**src/rtl/uart_tx_arbiter.sv**
```systemverilog
`timescale 1ns/1ps
// uart_tx_arbiter: round-robin sharing of one UART byte serializer,
// with message locking, start timeout and an inter-frame idle gap.
module uart_tx_arbiter #(
  parameter int NUM_REQ  = 4,
  parameter int ID_W     = 2,
  parameter int GAP_CLKS = 28,
  parameter int START_TO = 4,
  parameter int LOCK_TO  = 1024
) (
  input  logic                 clk_3125k,
  input  logic                 rst_n,
  input  logic [NUM_REQ-1:0]   req_valid,
  input  logic [8*NUM_REQ-1:0] req_data,
  input  logic [NUM_REQ-1:0]   req_last,
  output logic [NUM_REQ-1:0]   req_ready,
  output logic                 tx_start,
  output logic [7:0]           tx_data,
  input  logic                 tx_busy,
  output logic [ID_W-1:0]      grant_id,
  output logic                 active,
  output logic                 tx_err
);

  localparam int C_A = (GAP_CLKS > START_TO) ? GAP_CLKS : START_TO;
  localparam int C_MAX = (LOCK_TO > C_A) ? LOCK_TO : C_A;
  localparam int CNT_W = $clog2(C_MAX + 1);
  localparam int GAP_M = (GAP_CLKS > 0) ? GAP_CLKS - 1 : 0;

  localparam logic [CNT_W-1:0] START_LAST = CNT_W'(START_TO - 1);
  localparam logic [CNT_W-1:0] GAP_LAST   = CNT_W'(GAP_M);
  localparam logic [CNT_W-1:0] LOCK_LAST  = CNT_W'(LOCK_TO - 1);

  typedef enum logic [2:0] {
    S_IDLE,
    S_SEND,
    S_START,
    S_WAIT_BUSY,
    S_WAIT_DONE,
    S_GAP,
    S_HOLD
  } state_t;

  state_t           r_state, w_state_nxt;
  logic [ID_W-1:0]  r_grant, w_grant_nxt;
  logic [ID_W-1:0]  r_ptr, w_ptr_nxt;
  logic             r_lock, w_lock_nxt;
  logic [CNT_W-1:0] r_cnt, w_cnt_nxt;
  logic [7:0]       r_data, w_data_nxt;

  logic [2*NUM_REQ-1:0] w_dbl;
  logic [NUM_REQ-1:0]   w_rot;
  logic                 w_found;
  logic [ID_W-1:0]      w_off;
  logic [ID_W:0]        w_sum;
  logic [ID_W-1:0]      w_win;
  logic [ID_W-1:0]      w_adv;
  logic [7:0]           w_byte;
  logic                 w_end;

  // Rotate valids so bit 0 is the pointer, then take the lowest set bit.
  always_comb begin
    w_dbl   = {req_valid, req_valid} >> r_ptr;
    w_rot   = w_dbl[NUM_REQ-1:0];
    w_found = |w_rot;
    w_off   = '0;
    for (int i = NUM_REQ - 1; i >= 0; i--) begin
      if (w_rot[i]) w_off = ID_W'(i);
    end
    w_sum = {1'b0, r_ptr} + {1'b0, w_off};
    if (w_sum >= (ID_W+1)'(NUM_REQ)) begin
      w_sum = w_sum - (ID_W+1)'(NUM_REQ);
    end
    w_win = w_sum[ID_W-1:0];
  end

  always_comb begin
    w_byte = '0;
    for (int i = 0; i < NUM_REQ; i++) begin
      if (r_grant == ID_W'(i)) w_byte = req_data[8*i +: 8];
    end
  end

  assign w_adv = (r_grant == ID_W'(NUM_REQ - 1)) ?
                 '0 : r_grant + ID_W'(1);

  always_ff @(posedge clk_3125k or negedge rst_n) begin
    if (!rst_n) begin
      r_state <= S_IDLE;
      r_grant <= '0;
      r_ptr   <= '0;
      r_lock  <= 1'b0;
      r_cnt   <= '0;
      r_data  <= '0;
    end else begin
      r_state <= w_state_nxt;
      r_grant <= w_grant_nxt;
      r_ptr   <= w_ptr_nxt;
      r_lock  <= w_lock_nxt;
      r_cnt   <= w_cnt_nxt;
      r_data  <= w_data_nxt;
    end
  end

  always_comb begin
    w_state_nxt = r_state;
    w_grant_nxt = r_grant;
    w_ptr_nxt   = r_ptr;
    w_lock_nxt  = r_lock;
    w_cnt_nxt   = r_cnt;
    w_data_nxt  = r_data;
    w_end       = 1'b0;
    tx_err      = 1'b0;
    unique case (r_state)
      S_IDLE: begin
        if (w_found) begin
          w_grant_nxt = w_win;
          w_state_nxt = S_SEND;
        end
      end
      S_SEND: begin
        w_data_nxt  = w_byte;
        w_lock_nxt  = !req_last[r_grant];
        w_state_nxt = S_START;
      end
      S_START: begin
        w_cnt_nxt   = '0;
        w_state_nxt = S_WAIT_BUSY;
      end
      // Timeout wins over a busy that rises on the expiring cycle.
      S_WAIT_BUSY: begin
        if (r_cnt == START_LAST) begin
          tx_err      = 1'b1;
          w_lock_nxt  = 1'b0;
          w_ptr_nxt   = w_adv;
          w_cnt_nxt   = '0;
          w_state_nxt = S_IDLE;
        end else if (tx_busy) begin
          w_cnt_nxt   = '0;
          w_state_nxt = S_WAIT_DONE;
        end else begin
          w_cnt_nxt = r_cnt + CNT_W'(1);
        end
      end
      S_WAIT_DONE: begin
        if (!tx_busy) begin
          if (GAP_CLKS == 0) begin
            w_end = 1'b1;
          end else begin
            w_cnt_nxt   = '0;
            w_state_nxt = S_GAP;
          end
        end
      end
      S_GAP: begin
        if (r_cnt == GAP_LAST) w_end = 1'b1;
        else w_cnt_nxt = r_cnt + CNT_W'(1);
      end
      S_HOLD: begin
        if (req_valid[r_grant]) begin
          w_state_nxt = S_SEND;
        end else if (r_cnt == LOCK_LAST) begin
          w_lock_nxt  = 1'b0;
          w_ptr_nxt   = w_adv;
          w_cnt_nxt   = '0;
          w_state_nxt = S_IDLE;
        end else begin
          w_cnt_nxt = r_cnt + CNT_W'(1);
        end
      end
      default: w_state_nxt = S_IDLE;
    endcase
    if (w_end) begin
      w_cnt_nxt = '0;
      if (r_lock) begin
        w_state_nxt = S_HOLD;
      end else begin
        w_ptr_nxt   = w_adv;
        w_state_nxt = S_IDLE;
      end
    end
  end

  always_comb begin
    req_ready = '0;
    if (r_state == S_SEND) req_ready[r_grant] = 1'b1;
  end

  assign tx_start = (r_state == S_START);
  assign tx_data  = r_data;
  assign grant_id = r_grant;
  assign active   = (r_state != S_IDLE);

endmodule

```
**config.mk**
```make
export PLATFORM = sky130hd
export DESIGN_NAME = uart_tx_arbiter
export DESIGN_NICKNAME = d
export VERILOG_FILES = /design/src/rtl/uart_tx_arbiter.sv
export SDC_FILE = /design/constraint.sdc
export NUM_CORES = 1
export LEC_CHECK = 0
export CORE_AREA = 4 4 90 71
export DETAILED_ROUTE_END_ITERATION = 16
export DIE_AREA = 0 0 94 75
export PLACE_DENSITY = 0.72
export SLEW_MARGIN = 20
export SYNTH_ARGS = -nofsm -noshare
export SYNTH_HDL_FRONTEND = slang
export SYNTH_SLANG_ARGS = --single-unit
```
**constraint.sdc**
```tcl
create_clock -name clk_3125k -period 3 [get_ports clk_3125k]
set_input_delay 0.6 -clock clk_3125k [delete_from_list [all_inputs] [get_ports clk_3125k]]
set_output_delay 0.6 -clock clk_3125k [all_outputs]
set_load 0.02 [all_outputs]
```
==> metrics.txt, run 1 <==
DRT iter0 DRCs 92; flip-flop and latch count after synthesis 27; number of endpoints with negative hold slack in the final report 0; sink count of the clock tree 27; critical path endpoint category primary output; share of synthesized area occupied by flip-flops and latches 33.2%; count of max-cap constraint violations 0; CP top delay family buffers and inverters; critical path data required time 2.40 ns; clock tree buffer depth 2; Worst IR Drop VDD roughly 0.00045 V; fin. max-slew vios 0; most frequent cell after synthesis sky130_fd_sc_hd__a21oi_1; root buffer cell sky130_fd_sc_hd__clkbuf_8; kind of critical path reg2out; Placed Instances approximately 380; final net count 353; Min-Delay Path Class reg2reg; min setup slack post-route 0.196 ns; minimum clock period 2.80 ns; setup clock skew after layout 0.00461 ns; final setup violating endpoints 0; number of search-and-repair iterations in the first detailed-routing pass 4; final design instance area without fill between 0.002 and 0.003 mm²; Worst Max-Slew Pin Slew 0.596 ns; worst relative slew slack 60.2%; drt wl/cell 14.5 µm; proportion of synthesized flip-flops having asynchronous set or reset 100%; RSZ-0062 raised after global routing no; last weighted congestion value of the routability-driven placer ~0.86; worst hold slack between 0.4 and 0.5 ns; post-layout utilization of the core 49.8%; post-synthesis cell count about 250; die height around 75 µm; largest driver fanout on the critical path 17; leading post-synthesis cells by instance count sky130_fd_sc_hd__a21oi_1, sky130_fd_sc_hd__dfrtp_1, sky130_fd_sc_hd__nand2_1; number of cells in the finished layout apart from fillers 381; leading cell types by total area after synthesis sky130_fd_sc_hd__dfrtp_1, sky130_fd_sc_hd__a21oi_1, sky130_fd_sc_hd__nand2_1, sky130_fd_sc_hd__nor2b_1, sky130_fd_sc_hd__nor2_1; share of cells above drive strength 1 8.91%; post-synthesis cell type with the largest combined area sky130_fd_sc_hd__dfrtp_1; biggest cell delay along the critical path about 0.60 ns; clock-pin slew on the worst setup and hold paths around 0.1 ns; # H-tree levels 1; Starting Density 36.4%; leading register cell type out of synthesis sky130_fd_sc_hd__dfrtp_1; Worst EP arrival 2.20 ns; Critical Path Source Type flop; horizontal extent of the die approximately 94 µm; number of port buffers slightly below 60; clock tree from TritonCTS done; total routing usage reported by global routing between 10% and 20%; total number of placement rows 24; share of the clock period used by the worst path after layout 93.5%; highest clock frequency the design can meet 357 MHz; LEAKAGE 1.08 nW; Synth top area share between 30% and 40%; cts bufs inserted 3; Die Area 0.00705 mm²; Remaining Overflow, GRT 0; Via density 5.34; Yosys warnings 0; routed via count 2036; Top-Level Pins 60; remaining number of nets flagged by the antenna check after routing 0; sum of negative setup slack 0 ns; source-to-sink clock delay at the later pin of the worst-skew pair between 0.2 and 0.3 ns; post-place instance area roughly 0.0027 mm²; DRC violation count after routing 0; Std-Cell Core Area about 0.0056 mm²; # hold bufs at CTS 0; worst-case setup slack after placement 0.133 ns; antenna violations before repair 0; status completed; first-pass GRT wire length 8.89 mm; Post-Synthesis Net Count 295; half-perimeter wire length after detailed placement around 4.3 mm; pin count of the biggest net entering global routing 28; n_diodes 0; netlist area before placement a little over 0.002 mm²; via count of the first global-routing pass 1835; count of buffering cells on the critical path with inverters included 2; count of distinct cell types in the synthesized netlist 51; Tot Pwr 2.13 mW; total power divided by cell area 764 mW/mm²; Post-Syn Area per Cell 8.27 µm²; critical-path cell with the highest stage delay sky130_fd_sc_hd__clkdlybuf4s50_1; final wirelength around 5.5 mm; cell breakdown of the critical path inv_1 -> ha_1 -> and2_1 -> clkdlybuf4s50_1; area growth from synthesis to final layout 36.8%; Post-synth EDFFs 0
-- worst register-to-register path, stage by stage, from the launching register on --
cell and delay, ns:
sky130_fd_sc_hd__dfrtp_1 0.54, sky130_fd_sc_hd__mux4_2 0.59, sky130_fd_sc_hd__or3b_1 0.37, sky130_fd_sc_hd__and2_1 0.27, sky130_fd_sc_hd__or3_1 0.40, sky130_fd_sc_hd__a22oi_2 0.12
-- where the power goes --
part	switching, mW	internal, mW
Clock	0.120	0.0934
Sequential	0.159	0.476
Combinational	0.680	0.598
Total	0.960	1.17
-- layout by cell type (no fill, tap or decap), drive strengths merged, types with 7 or more instances in the layout --
master / n
a21oi: 30
a221oi: 7
buf: 8
clkdlybuf4s50: 58
dfrtp: 27
nand2: 23
nor2: 22
nor2b: 13
nor3: 8
o21ai: 13
-- layer usage --
| layer | global-route usage (%) | part of all wire, % | vias up |
|---|---|---|---|
| met2 | 25.1 | 44 | 48 |
| li1 | - | - | 1019 |
| met1 | 22.9 | 50 | 967 |
| met3 | 3.00 | 5.5 | 2 |
| met4 | 1.92 | 0.47 | 0 |
| met5 | 0 | 0 | - |
-- worst paths after layout --
check / startpoint / to / slack, ns / depth (start not counted)
min in group asynchronous: rst_n / r_cnt[4] / 0.70 / 2
min: tx_data[3] / tx_data[3] / 0.50 / 1
max: grant_id[0] / req_ready[2] / 0.20 / 4
max reg2reg: grant_id[0] / r_cnt[6] / 0.64 / 5
max in group asynchronous: rst_n / tx_data[3] / 2.04 / 2
min reg2reg: tx_data[3] / tx_data[3] / 0.50 / 1
-- registers in the layout, indices dropped and copies added (netlist names) --
name	cells
r_ptr	2
r_cnt	11
r_lock	1
tx_data	8
r_state	3
grant_id	2
-- cell families (layout without fill, tap and decap cells) --
family	after synthesis	in the layout	synth area share (%)
buffers and inverters	20	77	3.75
multiplexers	5	5	4.06
AND/OR/NAND/NOR	113	113	30.7
AO/OA/AOI/OAI	73	73	23.7
adder cells (fa/ha/maj)	6	6	3.69
flip-flops	27	27	33.2
XOR/XNOR	2	2	0.861
-- area by class of cell --
cell class | instances | area, µm²
timing repair buffer | 67 | 653
fill | 570 | 2800
inverter | 6 | 22.5
multi-input combinational | 199 | 1290
clock buffer | 3 | 41.3
sequential | 27 | 676
tap | 78 | 97.6
clock inverter | 1 | 5.00
-- what timing repair did --
| item | in CTS | in global routing |
|---|---|---|
| setup buffers | 0 | 0 |
| endpoints found under the setup margin | 0 | 1 |
| endpoints found under the hold margin | 0 | 0 |
| gates resized for setup | 0 | 1 |
Note: power is estimated with default switching activity, not from simulation.
==> inputs of run 2 (changes only) <==
--- a/config.mk
+++ b/config.mk
@@ -5,10 +5,12 @@
 export SDC_FILE = /design/constraint.sdc
 export NUM_CORES = 1
 export LEC_CHECK = 0
-export CORE_AREA = 4 4 90 71
+export ABC_AREA = 1
+export CORE_AREA = 4 4 91 71
 export DETAILED_ROUTE_END_ITERATION = 16
-export DIE_AREA = 0 0 94 75
+export DIE_AREA = 0 0 95 75
 export PLACE_DENSITY = 0.72
+export RECOVER_POWER = 25
 export SLEW_MARGIN = 20
 export SYNTH_ARGS = -nofsm -noshare
 export SYNTH_HDL_FRONTEND = slang
==> constraint.sdc (replaced) <==
create_clock -name clk_3125k -period 3 [get_ports clk_3125k]
set_input_delay 0.3 -clock clk_3125k [delete_from_list [all_inputs] [get_ports clk_3125k]]
set_output_delay 0.3 -clock clk_3125k [all_outputs]
set_load 0.02 [all_outputs]
==> run 2 against run 1 <==
  * The flow now finishes with violations (capacitance limit)
  * Wire length grew 11%
  * Register-to-register slack better by 0.32 ns
  * Die area is 1.1% higher
  * Sequential power is 13% lower
  * First-iteration DRC count grew 100%
  * Global-route usage up 2.6 points
  * Worst hold slack better by 0.0085 ns
  * Critical path type unchanged
==> metrics.txt, run 2 <==
status finished, violations left (was completed); violated checks capacitance limit; first-pass GRT wire length 10.2 mm (was 8.89 mm); count of max-cap constraint violations 1 (was 0); critical path endpoint category primary output (unchanged); leading post-synthesis cells by instance count sky130_fd_sc_hd__nand2_1, sky130_fd_sc_hd__nand3_1, sky130_fd_sc_hd__nor2_1 (was sky130_fd_sc_hd__a21oi_1, sky130_fd_sc_hd__dfrtp_1, sky130_fd_sc_hd__nand2_1); setup bufs post-CTS 0 (unchanged); DRT iter0 DRCs 185 (was 92); root buffer cell sky130_fd_sc_hd__clkbuf_8 (unchanged); half-perimeter wire length after detailed placement 4.94 mm (was 4.26 mm); total internal power 988 µW (was 1.17 mW); Worst IR Drop VDD 0.000375 V (was 0.000450 V); setup clock skew after layout 0.00570 ns (was 0.00461 ns); DRC violation count after routing 0 (unchanged); n_diodes 0 (unchanged); synthesized-area fraction occupied by and/or/nand/nor cells 43.9% (was 30.7%); post-synthesis cell count 313 (was 246); clock-pin slew on the worst setup and hold paths 0.10 ns (about the same); sink count of the clock tree 27 (unchanged); pin count of the biggest net entering global routing 28 (unchanged); area growth from synthesis to final layout 34.9% (was 36.8%); clock tree buffer depth 2 (unchanged); source-to-sink clock delay at the later pin of the worst-skew pair 0.28 ns (about the same); Die Area 0.00713 mm² (was 0.00705 mm²); Yosys warnings 0 (unchanged); compound-gate portion of the synthesized area 10.1% (was 23.7%); number of port buffers 59 (unchanged); xor/xnor share of the synthesized area 2.54% (was 0.861%); most frequent standard cell in the layout excluding fill and tap cells sky130_fd_sc_hd__nand2_1 (was sky130_fd_sc_hd__clkdlybuf4s50_1); adder and majority gate portion of the synthesized area 3.63% (was 3.69%); highest-count cells in the layout ignoring fill and taps sky130_fd_sc_hd__nand2_1, sky130_fd_sc_hd__clkdlybuf4s50_1, sky130_fd_sc_hd__nand3_1 (was sky130_fd_sc_hd__clkdlybuf4s50_1, sky130_fd_sc_hd__a21oi_1, sky130_fd_sc_hd__dfrtp_1); routed via count 2247 (was 2036); Post-Syn Area per Cell 6.61 µm² (was 8.27 µm²); highest clock frequency the design can meet 362 MHz (was 357 MHz); largest family of logic cells by synthesized area simple AND/OR/NAND/NOR gates (unchanged); largest driver fanout on the critical path 9 (was 17); flip-flop and latch count after synthesis 27 (unchanged); remaining number of nets flagged by the antenna check after routing 0 (unchanged); number of cells in the finished layout apart from fillers 450 (was 381); Placed Instances 446 (was 377); Worst EP arrival 2.46 ns (was 2.20 ns); worst hold slack 0.508 ns (was 0.500 ns); leading register cell type out of synthesis sky130_fd_sc_hd__dfrtp_1 (unchanged); Remaining Overflow, GRT 0 (unchanged); final net count 422 (was 353); kind of critical path reg2out (unchanged); minimum clock period 2.76 ns (was 2.80 ns); post-synthesis cell type with the largest combined area sky130_fd_sc_hd__dfrtp_1 (unchanged); post-layout utilization of the core 49.4% (was 49.8%); final setup violating endpoints 0 (unchanged); power share of the sequential group 28.1% (was 29.8%); count of distinct cell types in the synthesized netlist 28 (was 51); leading cell types by total area after synthesis sky130_fd_sc_hd__dfrtp_1, sky130_fd_sc_hd__nand2_1, sky130_fd_sc_hd__nand3_1, sky130_fd_sc_hd__nor2_1, sky130_fd_sc_hd__inv_1 (was sky130_fd_sc_hd__dfrtp_1, sky130_fd_sc_hd__a21oi_1, sky130_fd_sc_hd__nand2_1, sky130_fd_sc_hd__nor2b_1, sky130_fd_sc_hd__nor2_1); horizontal extent of the die 95 µm (was 94 µm); Post-Synthesis Net Count 362 (was 295); last weighted congestion value of the routability-driven placer 0.901 (was 0.858); sum of negative setup slack 0 ns (unchanged); antenna violations before repair 0 (unchanged); share of synthesized area occupied by flip-flops and latches 32.7% (was 33.2%); LEAKAGE 1.27 nW (was 1.08 nW); Via density 4.99 (was 5.34); final wirelength 6.15 mm (was 5.53 mm); switching portion of total power 49.4% (was 45.1%); die height 75 µm (unchanged); Top-Level Pins 60 (unchanged); number of endpoints with negative hold slack in the final report 0 (unchanged); RSZ-0062 raised after global routing no (unchanged); most frequent cell after synthesis sky130_fd_sc_hd__nand2_1 (was sky130_fd_sc_hd__a21oi_1); Min-Delay Path Class reg2reg (unchanged); total number of placement rows 24 (unchanged); netlist area before placement 0.00207 mm² (was 0.00203 mm²); share of the clock period used by the worst path after layout 92.1% (was 93.5%); power spent charging and discharging nets 966 µW (was 960 µW); clock tree from TritonCTS done (unchanged); share of cells above drive strength 1 5.65% (was 8.91%); worst relative slew slack 0.170% (was 60.2%); clock share of power 11.0% (was 10.0%); fin. max-slew vios 0 (unchanged); number of flip-flops under the largest register name 11 (unchanged); share of cell area taken by muxes after synthesis 0% (was 4.06%); largest register by flop count r_cnt (unchanged); total routing usage reported by global routing 18.3% (was 15.7%); Worst Max-Slew Pin Slew 1.50 ns (was 0.596 ns); total power divided by cell area 700 mW/mm² (was 764 mW/mm²); number of search-and-repair iterations in the first detailed-routing pass 4 (unchanged); number of gates given a new drive strength after cts 0 (unchanged); min setup slack post-route 0.237 ns (was 0.196 ns); # H-tree levels 1 (unchanged); Starting Density 36.6% (was 36.4%); Std-Cell Core Area 0.00565 mm² (was 0.00559 mm²); critical path data required time 2.70 ns (was 2.40 ns); cts bufs inserted 3 (unchanged); Post-synth EDFFs 0 (unchanged); Synth top area share 32.7% (was 33.2%); worst-case setup slack after placement 0.547 ns (was 0.133 ns); drt wl/cell 13.7 µm (was 14.5 µm); combinational cell fraction of total power 60.8% (was 60.1%); proportion of synthesized flip-flops having asynchronous set or reset 100% (unchanged); via count of the first global-routing pass 2105 (was 1835); Critical Path Source Type flop (unchanged); # hold bufs at CTS 0 (unchanged)
## run 2: per-layer routing
metal / global-route usage [%] / vias up / part of all wire (%)
li1: - / 1150 / -
met4: 2.88 / 0 / 0.55
met1: 26.1 / 1047 / 49
met2: 30.0 / 46 / 46
met5: 0 / - / 0
met3: 2.90 / 4 / 4.2
## run 2: cells by family after synthesis
kind of cell	count (synthesis)
AOI/OAI and AO/OA	34
and+or+nand+nor	201
DFF	27
xor gates and xnor gates	6
buffers and inverters	39
adders and majority gates	6
## run 2: path summary, 6_finish.rpt
| check | cells past startpoint | endpoint | slack [ns] | start |
|---|---|---|---|---|
| max in group asynchronous | 2 | tx_data[7] | 1.23 | rst_n |
| min reg2reg | 2 | tx_data[1] | 0.51 | tx_data[1] |
| min in group asynchronous | 2 | r_ptr[1] | 0.90 | rst_n |
| max reg2reg | 8 | r_cnt[8] | 0.96 | r_cnt[0] |
| min | 2 | tx_data[1] | 0.51 | tx_data[1] |
| max | 5 | req_ready[2] | 0.24 | grant_id[0] |
## run 2: through the flow
stage | power [mW] | cell area, µm²
after CTS | 1.97 | 2790
after detailed placement | 1.74 | 2750
after global routing | 2.13 | 2790
after global placement | 1.72 | 2750
after floorplan | 1.30 | 2070
final | 1.95 | 2790
## run 2: critical path: stages, from the launching register on
cell,delay [ns]
sky130_fd_sc_hd__dfrtp_1,0.48
sky130_fd_sc_hd__inv_1,0.22
sky130_fd_sc_hd__ha_1,0.38
sky130_fd_sc_hd__clkinv_1,0.32
sky130_fd_sc_hd__nor2_1,0.17
sky130_fd_sc_hd__clkdlybuf4s50_1,0.62
## run 2: power groups by stage
stage	logic [mW]	clock network [mW]	registers [mW]
6_report	1.19	0.216	0.550
5_1_grt	1.32	0.243	0.561
4_1_cts	1.19	0.228	0.548
3_5_place_dp	1.19	0	0.553
3_3_place_gp	1.17	0	0.550
2_1_floorplan	0.694	0	0.610
## run 2: final cells by class
type                            count  area [µm²]
Clock inverter                      1        7.51
Multi-Input combinational cell    247        1240
Sequential cell                    27         676
Inverter                           34         130
Tap cell                           78        97.6
Fill cell                         586        2860
Clock buffer                        3        41.3
Timing Repair Buffer               60         594
==> inputs of run 3 (changes only) <==
--- a/config.mk
+++ b/config.mk
@@ -6,10 +6,12 @@
 export NUM_CORES = 1
 export LEC_CHECK = 0
 export ABC_AREA = 1
-export CORE_AREA = 4 4 91 71
+export CELL_PAD_IN_SITES_DETAIL_PLACEMENT = 2
+export CELL_PAD_IN_SITES_GLOBAL_PLACEMENT = 2
+export CORE_AREA = 4 4 111 86
 export DETAILED_ROUTE_END_ITERATION = 16
-export DIE_AREA = 0 0 95 75
-export PLACE_DENSITY = 0.72
+export DIE_AREA = 0 0 115 90
+export PLACE_DENSITY = 0.86
 export RECOVER_POWER = 25
 export SLEW_MARGIN = 20
 export SYNTH_ARGS = -nofsm -noshare
==> run 3 against run 2 <==
  * The run ends with capacitance limit, slew limit left
  * Sequential cell count unchanged
  * Via count up 3.3%
  * Setup slack better by 0.0023 ns
  * Global-route usage down 2.9 points
  * Maximum frequency about the same
  * Utilization down 15 points
  * Count of clock-buffer cells in the layout unchanged
  * Clock power up 44%
  * Critical endpoint unchanged
==> metrics.txt, run 3 (synthesis results as in run 2) <==
status finished, violations left (unchanged); violated checks capacitance limit, slew limit (was capacitance limit); critical path endpoint category primary output (unchanged); area growth from synthesis to final layout 38.2% (was 34.9%); Top-Level Pins 60 (unchanged); last weighted congestion value of the routability-driven placer 0.771 (was 0.901); share of cells above drive strength 1 5.65% (unchanged); sum of negative setup slack 0 ns (unchanged); horizontal extent of the die 115 µm (was 95 µm); CP top delay family buffers and inverters (unchanged); LEAKAGE 1.29 nW (was 1.27 nW); number of cells in the finished layout apart from fillers 480 (was 450); clock tree from TritonCTS done (unchanged); highest clock frequency the design can meet 362 MHz (about the same); final wirelength 7.84 mm (was 6.15 mm); routed via count 2321 (was 2247); kind of critical path reg2out (unchanged); critical path data required time 2.70 ns (about the same); pin count of the biggest net entering global routing 28 (unchanged); Placed Instances 476 (was 446); Critical Path Source Type flop (unchanged); die height 90 µm (was 75 µm); worst min-delay path startpoint tx_data[2] (was tx_data[1]); sink count of the clock tree 27 (unchanged); path length in cells of the critical path 5 (unchanged); clock tree buffer depth 2 (unchanged); count of max-cap constraint violations 1 (unchanged); count of buffering cells on the critical path with inverters included 3 (unchanged); critical-path cell with the highest stage delay sky130_fd_sc_hd__clkdlybuf4s50_1 (unchanged); antenna violations before repair 0 (unchanged); cell breakdown of the critical path inv_1 -> ha_1 -> clkinv_1 -> nor2_1 -> clkdlybuf4s50_1 (unchanged); Remaining Overflow, GRT 0 (unchanged); Starting Density 24.6% (was 36.6%); DRT iter0 DRCs 88 (was 185); hold path cells 2 (unchanged); most frequent standard cell in the layout excluding fill and tap cells sky130_fd_sc_hd__nand2_1 (unchanged); biggest cell delay along the critical path 0.62 ns (about the same); worst hold slack 0.502 ns (was 0.508 ns); remaining number of nets flagged by the antenna check after routing 0 (unchanged); total number of placement rows 29 (was 24); Min-Delay Path Class reg2reg (unchanged); via count of the first global-routing pass 2575 (was 2105); worst relative slew slack -1.80% (was 0.170%); r2r worst-path depth 8 (unchanged); drt wl/cell 16.3 µm (was 13.7 µm); Worst EP arrival 2.46 ns (about the same); Via density 4.84 (was 4.99); setup bufs post-CTS 0 (unchanged); number of gates given a new drive strength after cts 0 (unchanged); first-pass GRT wire length 13.2 mm (was 10.2 mm); final net count 422 (unchanged); r2r startpoint r_cnt[1] (was r_cnt[0]); largest register by flop count r_cnt (unchanged); number of port buffers 59 (unchanged); source-to-sink clock delay at the later pin of the worst-skew pair 0.27 ns (was 0.28 ns); minimum clock period 2.76 ns (about the same); Worst R2R End r_cnt[4] (was r_cnt[8]); number of flip-flops under the largest register name 11 (unchanged); total routing usage reported by global routing 15.4% (was 18.3%); n_diodes 0 (unchanged); clock-pin slew on the worst setup and hold paths 0.07 ns (was 0.10 ns); final setup violating endpoints 0 (unchanged); Worst IR Drop VDD 0.000406 V (was 0.000375 V); # hold bufs at CTS 0 (unchanged); # H-tree levels 1 (unchanged); root buffer cell sky130_fd_sc_hd__clkbuf_16 (was sky130_fd_sc_hd__clkbuf_8); setup clock skew after layout 0.00433 ns (was 0.00570 ns); Die Area 0.0104 mm² (was 0.00713 mm²); largest driver fanout on the critical path 9 (unchanged); post-layout utilization of the core 34.0% (was 49.4%); number of search-and-repair iterations in the first detailed-routing pass 4 (unchanged); number of endpoints with negative hold slack in the final report 0 (unchanged); RSZ-0062 raised after global routing no (unchanged); total power divided by cell area 738 mW/mm² (was 700 mW/mm²); half-perimeter wire length after detailed placement 6.29 mm (was 4.94 mm); hold path endpoint tx_data[2] (was tx_data[1]); FF-to-FF setup slack 0.78 ns (was 0.96 ns); highest-count cells in the layout ignoring fill and taps sky130_fd_sc_hd__nand2_1, sky130_fd_sc_hd__clkdlybuf4s50_1, sky130_fd_sc_hd__nand3_1 (unchanged); cts bufs inserted 3 (unchanged); DRC violation count after routing 0 (unchanged); share of the clock period used by the worst path after layout 92.0% (was 92.1%); Worst Max-Slew Pin Slew 1.53 ns (was 1.50 ns); fin. max-slew vios 28 (was 0); Std-Cell Core Area 0.00842 mm² (was 0.00565 mm²)
run 3: changes by cell type in the layout (fill, tap and decap cells not counted):
cell,delta
sky130_fd_sc_hd__clkinvlp_4,-1
sky130_fd_sc_hd__clkbuf_16,+3
sky130_fd_sc_hd__clkinv_2,+1
sky130_fd_sc_hd__clkbuf_8,-3
run 3: worst max-delay path by stage:
| stage | to | from | slack [ns] |
|---|---|---|---|
| finish | req_ready[2] | grant_id[0] | 0.24 |
| CTS | req_ready[2] | grant_id[0] | 0.21 |
| detailed placement | req_ready[2] | grant_id[0] | 0.51 |
| floorplan | req_ready[2] | grant_id[0] | 1.02 |
| global placement | req_ready[2] | grant_id[0] | 0.63 |
| global route | req_ready[2] | grant_id[0] | 0.06 |
run 3: report_power, final:
part	internal, mW	leakage (nW)	switching (mW)	total (mW)
combinational	0.439	0.896	0.795	1.23
sequential	0.456	0.357	0.107	0.563
clock	0.180	0.0409	0.132	0.312
total	1.08	1.29	1.03	2.11
run 3: per-layer routing:
layer	part of all wire, %	global-route usage (%)	up-vias
met4	0.71	2.35	0
met5	0	0	-
met3	3.1	2.48	6
met1	47	21.5	1134
met2	49	25.3	39
li1	-	-	1142
run 3: layout make-up:
cell class | instances | area [µm²]
clock inverter | 1 | 5.00
fill | 1011 | 5560
sequential | 27 | 676
timing repair buffer | 60 | 594
inverter | 34 | 130
multi-input combinational | 247 | 1240
clock buffer | 3 | 75.1
tap | 108 | 135
run 3: per-stage QoR:
step / cell area (µm²) / setup WS, ns / total power [mW]
3_3_place_gp: 2780 / 0.630 / 1.74
2_1_floorplan: 2070 / 1.02 / 1.30
4_1_cts: 2860 / 0.213 / 2.13
6_report: 2860 / 0.239 / 2.11
3_5_place_dp: 2780 / 0.514 / 1.79
5_1_grt: 2860 / 0.0614 / 2.29
run 3: worst register-to-register path, delay by kind of cell (launching register included):
family	cells	cell delay [ns]
AND/OR/NAND/NOR	5	0.88
AO/OA/AOI/OAI	2	0.49
adder cells (fa/ha/maj)	1	0.31
flip-flops	1	0.41
